File: config.mk
export PLATFORM = sky130hd
export DESIGN_NAME = vedic_mult_seq
export DESIGN_NICKNAME = d
export VERILOG_FILES = /design/src/rtl/vedic_mult_seq.sv
export SDC_FILE = /design/constraint.sdc
export NUM_CORES = 1
export LEC_CHECK = 0
export ABC_CLOCK_PERIOD_IN_PS = 6800
export CELL_PAD_IN_SITES_DETAIL_PLACEMENT = 2
export CELL_PAD_IN_SITES_GLOBAL_PLACEMENT = 2
export CORE_UTILIZATION = 34
export CTS_CLUSTER_DIAMETER = 150
export DETAILED_ROUTE_END_ITERATION = 16
export HOLD_SLACK_MARGIN = 0.15
export PLACE_DENSITY = 0.87
export SLEW_MARGIN = 0
export SYNTH_ARGS = -nofsm -noshare
export SYNTH_HDL_FRONTEND = slang
export SYNTH_SLANG_ARGS = --single-unit
File: constraint.sdc
create_clock -name clk -period 6.8 [get_ports clk]
set_input_delay 1.7 -clock clk [delete_from_list [all_inputs] [get_ports clk]]
set_output_delay 1.7 -clock clk [all_outputs]
set_load 0.01 [all_outputs]
File: src/rtl/vedic_mult_seq.sv
// Sequential Urdhva-Tiryagbhyam (vertical-crosswise) unsigned multiplier.
// Resolves one crosswise column per clock with a running carry; valid/ready on both sides.
module vedic_mult_seq #(
    parameter int WIDTH = 8
) (
    input  logic               clk,
    input  logic               rst,
    input  logic               in_valid,
    output logic               in_ready,
    input  logic [WIDTH-1:0]   a,
    input  logic [WIDTH-1:0]   b,
    output logic               out_valid,
    input  logic               out_ready,
    output logic [2*WIDTH-1:0] mul,
    output logic               busy
);

    localparam int PW   = 2 * WIDTH;
    localparam int CW   = $clog2(WIDTH) + 2;
    localparam int COLW = $clog2(PW);

    typedef enum logic [1:0] {S_IDLE, S_CALC, S_DONE} state_t;

    state_t                    r_state;
    state_t                    w_next;
    logic [WIDTH-1:0]          r_ra;
    logic [WIDTH-1:0]          r_rb;
    logic [COLW-1:0]           r_col;
    logic [CW-1:0]             r_carry;
    logic [PW-1:0]             r_mul;
    logic [CW-1:0]             w_sum;
    logic                      w_last;
    logic [WIDTH-1:0][PW-1:0]  w_pp;

    // Row i holds ra[i]*rb shifted to weight i, so bit col of row i is ra[i]&rb[col-i]
    // (zero outside the crosswise range).
    for (genvar gi = 0; gi < WIDTH; gi++) begin : g_pp
        assign w_pp[gi] = r_ra[gi] ? ({{WIDTH{1'b0}}, r_rb} << gi) : '0;
    end

    always_comb begin
        w_sum = r_carry;
        for (int i = 0; i < WIDTH; i++) begin
            w_sum = w_sum + CW'(w_pp[i][r_col]);
        end
    end

    assign w_last = (r_col == COLW'(PW - 2));

    // State register
    always_ff @(posedge clk) begin
        if (rst) r_state <= S_IDLE;
        else     r_state <= w_next;
    end

    // Next-state logic
    always_comb begin
        w_next = r_state;
        case (r_state)
            S_IDLE:  if (in_valid)  w_next = S_CALC;
            S_CALC:  if (w_last)    w_next = S_DONE;
            S_DONE:  if (out_ready) w_next = S_IDLE;
            default:                w_next = S_IDLE;
        endcase
    end

    // Outputs
    always_comb begin
        in_ready  = (r_state == S_IDLE) & ~rst;
        out_valid = (r_state == S_DONE);
        busy      = (r_state == S_CALC);
    end

    assign mul = r_mul;

    always_ff @(posedge clk) begin
        if (rst) begin
            r_ra    <= '0;
            r_rb    <= '0;
            r_col   <= '0;
            r_carry <= '0;
            r_mul   <= '0;
        end else begin
            case (r_state)
                S_IDLE: if (in_valid) begin
                    r_ra    <= a;
                    r_rb    <= b;
                    r_col   <= '0;
                    r_carry <= '0;
                    r_mul   <= '0;
                end
                S_CALC: begin
                    r_mul[r_col] <= w_sum[0];
                    r_carry      <= w_sum >> 1;
                    r_col        <= r_col + COLW'(1);
                    // Final column: remaining carry is at most 1 and becomes the top bit.
                    if (w_last) r_mul[PW-1] <= w_sum[1];
                end
                default: ;
            endcase
        end
    end

endmodule

==> metrics <==
outcome completed; Non-Filler Instances just over 400; clock root cell clkbuf_8; synth top area cells dfxtp_1 35%, a21oi_1 8.6%, nand2_1 7.2%; Placed Cells just over 400; gr usage total about a fifth; largest net degree at the start of global routing 46; RSZ-0062 raised after global routing no; critical path peak fanout 45; initial core utilization 35.1%; Leak between 1 and 1.5 nW; Required @ worst endpoint 5.10 ns; crit path kind in2out; Slew headroom 14.9%; simple-gate portion of the synthesized area between 20% and 30%; vias in the first global route 2,431; fin area between 0.002 and 0.003 sq mm; first-pass GRT wire length 12.0 mm; Synth async-reset ratio 0%; Setup Skew 0.00889 ns; final sum of negative setup slack 0 ns; worst vdd ir 119 uV; setup ws final 1.96 ns; area share of the largest cell type after synthesis 35.2%; Die Y roughly 86 um; Final Hold Vio Count 0; GP Congestion around 0.85; commonest non-fill, non-tap cell in the layout nand2_1; maximum clock rate 207 MHz; slowest CP cell clkdlybuf4s50_1; fin nets 349; post-CTS setup buffer count 0; endpoints failing setup 0; startpoint types primary input; most frequent cells in the layout 46 x nand2_1, 42 x dfxtp_1, 41 x a21oi_1, 38 x clkdlybuf4s50_1; reg-to-reg startpoint r_col[0]; final worst-path cycle share between 70 and 80%; maximum clock path buffer count 2; Port Buffer Count 38; hold buffers post-CTS 0; Primary FF master, synth dfxtp_1; YS warnings 0; Pins Over Slew Limit 0; Worst path most repeated cell clkdlybuf4s50_1; XOR/XNOR Fraction of Synth Area 0.734%; combinational family with the most area after synthesis simple AND/OR/NAND/NOR gates; Num CTS Buffers 5; Largest stage delay, worst path 0.49 ns; Mapped Cells 290; # diodes 0; Synth Area in Compound Gates between 20% and 30%; layout cells sized above 1 5.40%; sequential-to-total area share from yosys stat 35.2%; Post-synth EDFFs 0; Worst-Margin Slew roughly 1.3 ns; hpwl dp 4.87 mm; post-cts resize count 0; syn nets 325; H-tree depth 2; post-DR wirelength/cell about 17 um; mux contribution to synthesized area 5.77%; total power 564 uW; CTS clk-pin slew, worst paths about 0.08 ns; die area 0.00736 sq mm; hold_sp r_ra[3]; detailed-route DRC error count 0; Tightest Hold Check Type reg2reg; fillcell total 757; worst skew pair latency 0.31 ns; Synth Register Bits 42; crit path cell chain clkdlybuf4s50_1 > buf_4 > nor3_1 > clkdlybuf4s50_1; Final ANT Viol Nets 0; total number of vias roughly 2,300; most area-hungry cell type in the Yosys netlist dfxtp_1; CTS sink cnt 42; Area after DPL 0.00280 sq mm; Via density 5.49; total gr overflow 0; Post-Syn Area per Cell about 8 sq um; max cap viols 0; Area growth syn-to-layout 23.0%; I/O pins 39; initial antenna violation count 0; Setup crit start rst; Arrival @ worst endpoint 3.14 ns; Netlist Area Pre-Place 0.00239 sq mm; post-synth cell types 45; die outline width ~86 um; CTS tree built; Routed Wire Length around 7.0 mm; core area 0.00679 sq mm; min cycle time layout 4.84 ns; Initial DRT Pass Iterations 4; pre-CTS WS 1.93 ns; # rows 30; adder-cell share of the synthesized area 9.44%; critical path capture point type output pin; pwr dens 192 mW/mm^2; Iter 0 DRT Violations 95
==> worst paths after layout <==
| kind | slack (ns) | cells after the start | to |
|---|---|---|---|
| hold reg to reg | 0.48 | 2 | r_ra[3] |
| hold / removal | 0.48 | 2 | r_ra[3] |
| setup / recovery | 1.96 | 4 | in_ready |
| setup reg to reg | 1.96 | 12 | mul[15] |
==> layout make-up <==
cell class                 instances  area [sq um]  share of cell area (%)
multi-input combinational        212          1400                    47.5
sequential                        42           841                    28.6
timing repair buffer              39           388                    13.2
tap                               96           120                    4.09
clock buffer                       5          68.8                    2.34
clock inverter                     3          68.8                    2.34
inverter                          14          53.8                    1.83
==> per-layer routing <==
layer	GRT usage [%]	part of all wire (%)	wire, um	vias up
met1	26.1	45	3150	1126
li1	-	-	-	1072
met3	3.46	2.5	179	13
met4	7.12	1.8	129	0
met2	36.3	51	3580	44
met5	0	0	0	-
==> stage by stage <==
step	utilization (%)	hold slack (ns)
global route	43.2	0.497
finish	43.2	0.480
detailed placement	41.2	0.460
global placement	41.2	0.452
CTS	43.2	0.477
floorplan	-	0.436
==> critical path: cells and delay by family <==
kind	cells	cell delay (ns)
and+or+nand+nor	1	0.09
buffers and inverters	3	1.35
==> Yosys cell counts (all sizes together), types with 3 or more instances <==
master  count
a21oi      41
buf         7
clkbuf     15
dfxtp      42
fa          5
ha         10
inv        13
mux2i       7
nand2      47
nand2b      5
nand3       7
nand3b      4
nor2       11
nor2b       3
nor3        3
o211ai     12
o21ai       8
o22ai       3
o311ai      5
or3        13
or4         4
==> power breakdown <==
group | total (mW) | switching, mW | internal, mW | leakage, nW
logic | 0.0574 | 0.0322 | 0.0252 | 0.596
clock network | 0.243 | 0.0957 | 0.147 | 0.0683
registers | 0.263 | 0.0110 | 0.252 | 0.341
==> cell families after synthesis <==
family                     Yosys count
and+or+nand+nor                    104
buffers and inverters               36
DFF                                 42
adders and majority gates           15
AOI/OAI and AO/OA                   80
xor gates and xnor gates             2
muxes                               11
==> sequential cells by signal (all words and copies together), names as in the netlist <==
signal	cells
mul	16
r_ra	8
r_col	4
r_carry	4
r_rb	8
r_state	2
Power figures use the tool's default switching activity.
